<file path="config.mk">
export PLATFORM = sky130hd
export DESIGN_NAME = cpu_scoreboard
export DESIGN_NICKNAME = d
export VERILOG_FILES = /design/src/rtl/moxie_pkg.sv /design/src/rtl/cpu_scoreboard_entry.sv /design/src/rtl/cpu_scoreboard.sv
export SDC_FILE = /design/constraint.sdc
export NUM_CORES = 1
export LEC_CHECK = 0
export CORE_MARGIN = 2
export CORE_UTILIZATION = 54
export CTS_CLUSTER_DIAMETER = 200
export DETAILED_ROUTE_END_ITERATION = 10
export PLACE_DENSITY = 0.87
export SYNTH_ARGS = -nofsm -noshare
export SYNTH_HDL_FRONTEND = slang
export SYNTH_SLANG_ARGS = --single-unit
export TNS_END_PERCENT = 100
</file>
<file path="constraint.sdc">
create_clock -name clk_i -period 2.8 [get_ports clk_i]
set_clock_uncertainty 0.05 [all_clocks]
set_input_delay 0.28 -clock clk_i [delete_from_list [all_inputs] [get_ports clk_i]]
set_output_delay 0.28 -clock clk_i [all_outputs]
set_load 0.05 [all_outputs]
</file>
<file path="src/rtl/moxie_pkg.sv">
// Shared constants and types for the moxie register scoreboard.
package moxie_pkg;
  localparam int NREGS_DEF    = 16;
  localparam int IDX_W        = $clog2(NREGS_DEF);
  localparam int MAX_PEND_DEF = 3;
  localparam int PEND_W       = $clog2(MAX_PEND_DEF + 1);

  typedef logic [PEND_W-1:0] pend_cnt_t;
endpackage

</file>
<file path="src/rtl/cpu_scoreboard_entry.sv">
// One register's outstanding-write counter. The 'one' output exists only
// when MOXIE_SCOREBOARD_BYPASS_EN is defined (it feeds the bypass check).
module cpu_scoreboard_entry
  import moxie_pkg::*;
#(
  parameter int MAX_PEND = MAX_PEND_DEF
) (
  input  logic clk,
  input  logic rst_n,
  input  logic inc,
  input  logic dec,
  input  logic clr,
  output logic busy,
  output logic full,
  output logic err
`ifdef MOXIE_SCOREBOARD_BYPASS_EN
  , output logic one
`endif
);
  localparam int CW = $clog2(MAX_PEND + 1);

  logic [CW-1:0] cnt;

  // Simultaneous inc and dec cancel; dec at zero is an error, not an underflow.
  always_ff @(posedge clk or negedge rst_n)
    if (!rst_n)                        cnt <= '0;
    else if (clr)                      cnt <= '0;
    else if (inc && !dec && !full)     cnt <= cnt + CW'(1);
    else if (dec && !inc && busy)      cnt <= cnt - CW'(1);

  assign busy = cnt != '0;
  assign full = cnt == CW'(MAX_PEND);
  assign err  = dec && !busy && !clr;
`ifdef MOXIE_SCOREBOARD_BYPASS_EN
  assign one  = cnt == CW'(1);
`endif
endmodule

</file>
<file path="src/rtl/cpu_scoreboard.sv">
// Register scoreboard: RAW/saturation issue gating, writeback retire, flush.
// Define MOXIE_SCOREBOARD_BYPASS_EN to let reads of a last-pending register
// being retired this cycle issue with a forward indication.
module cpu_scoreboard
  import moxie_pkg::*;
#(
  parameter int NREGS       = NREGS_DEF,
  parameter int NREAD       = 2,
  parameter int MAX_PEND    = MAX_PEND_DEF,
  parameter int STALL_CNT_W = 32
) (
  input  logic                   clk_i,
  input  logic                   rst_i,
  input  logic                   issue_valid_i,
  output logic                   issue_ready_o,
  input  logic [NREAD-1:0]       rd_en_i,
  input  logic [NREAD*IDX_W-1:0] rd_idx_i,
  input  logic                   wr_en_i,
  input  logic [IDX_W-1:0]       wr_idx_i,
  input  logic                   wb_valid_i,
  input  logic [IDX_W-1:0]       wb_idx_i,
  input  logic                   flush_i,
  output logic [NREGS-1:0]       busy_o,
  output logic [NREAD-1:0]       fwd_o,
  output logic                   stall_o,
  output logic [STALL_CNT_W-1:0] stall_cnt_o,
  output logic                   err_o
);
  logic [NREGS-1:0]            wr_hit, wb_hit, full, err_hit, byp_mask;
  logic [NREAD-1:0][NREGS-1:0] rd_hit;
  logic [NREAD-1:0]            raw;
  logic                        sat, accept;

  for (genvar r = 0; r < NREGS; r++) begin : g_reg
    assign wr_hit[r] = wr_en_i    && (wr_idx_i == IDX_W'(r));
    assign wb_hit[r] = wb_valid_i && (wb_idx_i == IDX_W'(r));
  end

`ifdef MOXIE_SCOREBOARD_BYPASS_EN
  logic [NREGS-1:0] one;
  assign byp_mask = one & wb_hit;
`else
  assign byp_mask = '0;
`endif

  for (genvar r = 0; r < NREGS; r++) begin : g_ent
    cpu_scoreboard_entry #(.MAX_PEND(MAX_PEND)) u_entry (
      .clk  (clk_i),
      .rst_n(rst_i),
      .inc  (accept && wr_hit[r]),
      .dec  (wb_hit[r]),
      .clr  (flush_i),
      .busy (busy_o[r]),
      .full (full[r]),
      .err  (err_hit[r])
`ifdef MOXIE_SCOREBOARD_BYPASS_EN
      , .one(one[r])
`endif
    );
  end

  for (genvar p = 0; p < NREAD; p++) begin : g_rd
    logic [IDX_W-1:0] idx;
    assign idx = rd_idx_i[p*IDX_W +: IDX_W];
    for (genvar r = 0; r < NREGS; r++) begin : g_hit
      assign rd_hit[p][r] = idx == IDX_W'(r);
    end
    assign raw[p] = rd_en_i[p] && |(rd_hit[p] & busy_o & ~byp_mask);
`ifdef MOXIE_SCOREBOARD_BYPASS_EN
    assign fwd_o[p] = rd_en_i[p] && |(rd_hit[p] & byp_mask);
`else
    assign fwd_o[p] = 1'b0;
`endif
  end

  // A full destination may still issue if the same register retires this cycle.
  assign sat           = |(wr_hit & full & ~wb_hit);
  assign issue_ready_o = rst_i && !flush_i && !(|raw) && !sat;
  assign accept        = issue_valid_i && issue_ready_o;
  assign stall_o       = issue_valid_i && !issue_ready_o;

  always_ff @(posedge clk_i or negedge rst_i)
    if (!rst_i)          err_o <= 1'b0;
    else if (|err_hit)   err_o <= 1'b1;

  always_ff @(posedge clk_i or negedge rst_i)
    if (!rst_i)                          stall_cnt_o <= '0;
    else if (stall_o && !(&stall_cnt_o)) stall_cnt_o <= stall_cnt_o + STALL_CNT_W'(1);
endmodule

</file>
==> run_results.csv <==
group,metric,value,unit
timing,finalHoldViolCount,0,
clock_tree,htreeDepth,3,
min_path,hold_class,"input pin to async pin",
detailed_routing,wl_met2,6940,µm
power,power.switching,0.000798,W
setup_path,slowest_delay,470,ps
clock_tree,hold_buffers,0,
grt,grt_pass1_vias,4358,
detailed_routing,dr.pass1.iters,5,
place,place.gp.congestion,0.999,
setup_path,cp-end-kind,"flop",
setup_path,cp_common_cell,"buf_4",
power,internal_power,0.00162,W
timing,fmax,0.366,GHz
timing,whs,112,ps
power,p_leak,2.67,nW
setup_path,cp_slowest_cell,"clkdlybuf4s50_1",
detailed_routing,wl_met1,5450,µm
grt,grt_pass1_wl,21800,µm
timing,worstMarginPinSlew,830,ps
timing,finalCriticalPeriod,2730,ps
status,status,"completed",
timing,final_max_slew_viol_count,0,
synthesis,ys_types,66,
floorplan,num_rows,32,
floorplan,coreArea,7810,µm²
synthesis,ys.flop_type,"dfrtp_1",
synthesis,synth_top_area_share,36.9,%
clock_tree,cts_sinks,65,
setup_path,reg2reg_to,"g_ent[2].u_entry.cnt[0]",
setup_path,arrival,2880,ps
floorplan,die_area,8900,µm²
power,ir_drop,0.468,mV
power,pwr-share-seq,43.7,%
synthesis,async_reset_ff_share,100,%
run,maxCapViolations,0,
timing,finalSetupViolCount,0,
detailed_routing,drt-total-wl,14000,µm
detailed_routing,viasPerCell,6.14,
synthesis,yosys_warnings,0,
setup_path,rr_startpoint,"g_ent[9].u_entry.cnt[1]",
finish,mostFrequentLayoutCells,"buf_4, dfrtp_1, clkdlybuf4s50_1",
timing,maxSlewHeadroom,44.7,%
grt,track_usage,31.8,%
clock_tree,cts_tree,"done",
grt,grt_max_degree,66,
floorplan,fp.dieH,94.3,µm
grt,grt_overflow,0,
synthesis,synth_area_leaders,"dfrtp_1, xnor2_1, nor2_1, mux4_2, nand3_1",
detailed_routing,drt-wirelength-per-cell,19.1,µm
finish,fin_area,6060,µm²
setup_path,reg2regPathDepth,11,
power,p_per_area,399,nW/µm²
place,placed_cell_area,5600,µm²
setup_path,crit_fanout,5,
power,p_clk_share,32.3,%
power,switching_share,33.0,%
finish,syn2layout_area_growth,37.6,%
clock_tree,path_clk_slew,80,ps
setup_path,critPathLaunchType,"input pin",
detailed_routing,vias,4508,
detailed_routing,wl_met3,1120,µm
finish,drive_above_1_share,25.0,%
floorplan,fp.dieW,94.3,µm
place,port_buffers,74,
detailed_routing,ant_nets,0,
finish,n_antenna_cell,0,
synthesis,synth_top_cell_by_area,"dfrtp_1",
clock_tree,clockBufferDepth,2,
synthesis,ys_seq_elements,65,
synthesis,synth-seq-area-share,36.9,%
detailed_routing,drc,0,
synthesis,synth_edf_count,0,
clock_tree,cts_buffers,9,
setup_path,reg2reg_slack,70,ps
synthesis,synth_cells,495,
floorplan,start_util,56.4,%
detailed_routing,initialDrtViolationCount,441,
finish,fin_nets,653,
setup_path,path_class,"input pin to flop",
synthesis,syn-cell-area,4410,µm²
detailed_routing,highest_layer,"met4",
clock_tree,clock_latency,340,ps
finish,final_common_cell,"buf_4",
floorplan,ios,77,
clock_tree,root_buffer,"clkbuf_8",
place,dp_hpwl,10100,µm
power,p_comb_share,24.0,%
synthesis,avgSynthCellArea,8.90,µm²
setup_path,crit_chain,"clkdlybuf4s50_1, buf_4, nor2_1, nand4_1, o2111ai_2, nor4b_4, nand4_4, buf_4, buf_4, buf_4, nor2_1, buf_4, a221oi_1, nor3_1",
setup_path,required,2950,ps
timing,finalSetupTns,0,ps
timing,period_share,97.5,%
power,finalPower,0.00242,W
grt,antenna_found_initial,0,
final cells by class:
type	count	area [µm²]
Sequential cell	65	1630
Multi-Input combinational cell	371	2630
Inverter	23	86.3
Clock buffer	10	128
Timing Repair Buffer	158	1410
Tap cell	102	128
Clock inverter	5	57.6
Fill cell	542	1750
Yosys cell counts, types with 5 or more instances:
library cell	count
a211oi_1	6
a21oi_1	16
a221oi_1	6
a311oi_1	6
and2_1	13
and3_1	13
buf_2	6
buf_4	18
clkbuf_1	12
dfrtp_1	65
inv_1	23
mux4_2	8
nand2_1	33
nand2b_1	11
nand3_1	30
nand4_1	14
nor2_1	60
nor2b_1	9
nor3_1	10
o211ai_1	7
o21ai_0	8
o32ai_1	7
or2_2	6
or3_1	5
xnor2_1	29
worst max-delay path, delay by kind of cell:
family / cells / cell delay [ps]
buffers and inverters: 6 / 1140
AND/OR/NAND/NOR: 6 / 900
AO/OA/AOI/OAI: 2 / 560
cells by family after synthesis:
| logic type | Yosys count | share of synthesized area (%) |
|---|---|---|
| AO/OA/AOI/OAI | 90 | 15.5 |
| XOR/XNOR | 31 | 6.16 |
| adder cells (fa/ha/maj) | 1 | 0.284 |
| buffers and inverters | 60 | 6.84 |
| flip-flops | 65 | 36.9 |
| multiplexers | 14 | 5.54 |
| other | 1 | 0.0851 |
| AND/OR/NAND/NOR | 233 | 28.7 |
state kept, by name (all words and copies together) (netlist names):
signal             cells
err_o                  1
g_ent.u_entry.cnt     32
stall_cnt_o           32
worst max path at each step:
| stage | startpoint | end | slack [ps] | depth (start not counted) |
|---|---|---|---|---|
| 2_1_floorplan | stall_cnt_o[13] | stall_cnt_o[30] | 80 | 9 |
| 3_3_place_gp | wb_idx_i[3] | g_ent[5].u_entry.cnt[0] | -200 | 10 |
| 3_5_place_dp | wb_idx_i[3] | g_ent[6].u_entry.cnt[0] | -280 | 10 |
| 4_1_cts | wr_idx_i[0] | stall_o | 4 | 11 |
| 5_1_grt | wr_idx_i[3] | g_ent[12].u_entry.cnt[0] | -40 | 13 |
| 6_report | wr_idx_i[3] | g_ent[15].u_entry.cnt[0] | 70 | 14 |
power by group through the flow:
stage	Clock [W]	Combinational [W]	Sequential, W
floorplan	0	0.000183	0.00119
global placement	0	0.000543	0.00107
detailed placement	0	0.000553	0.00107
CTS	0.000790	0.000568	0.00106
global route	0.000837	0.000611	0.00107
finish	0.000782	0.000580	0.00106
layer usage:
layer	up-vias	track usage, %
met4	0	13.0
met5	-	0
met2	253	53.5
li1	2036	-
met1	2178	40.3
met3	41	6.18
through the flow:
step | util [%] | setup slack (ps) | cells
floorplan | - | 75.8 | 496
detailed placement | 71.8 | -284 | 704
global placement | 71.8 | -203 | 704
finish | 77.6 | 69.9 | 734
global route | 77.6 | -40.6 | 734
CTS | 75.7 | 4.16 | 726
what timing repair did:
item                       4_1_cts  5_1_grt
setup endpoints to repair        2       59
buffers inserted                 7        8
cloned                           0        0
resized for setup               21       25
pin swaps                        9       15
No activity file was read; power rests on OpenSTA's default activity.
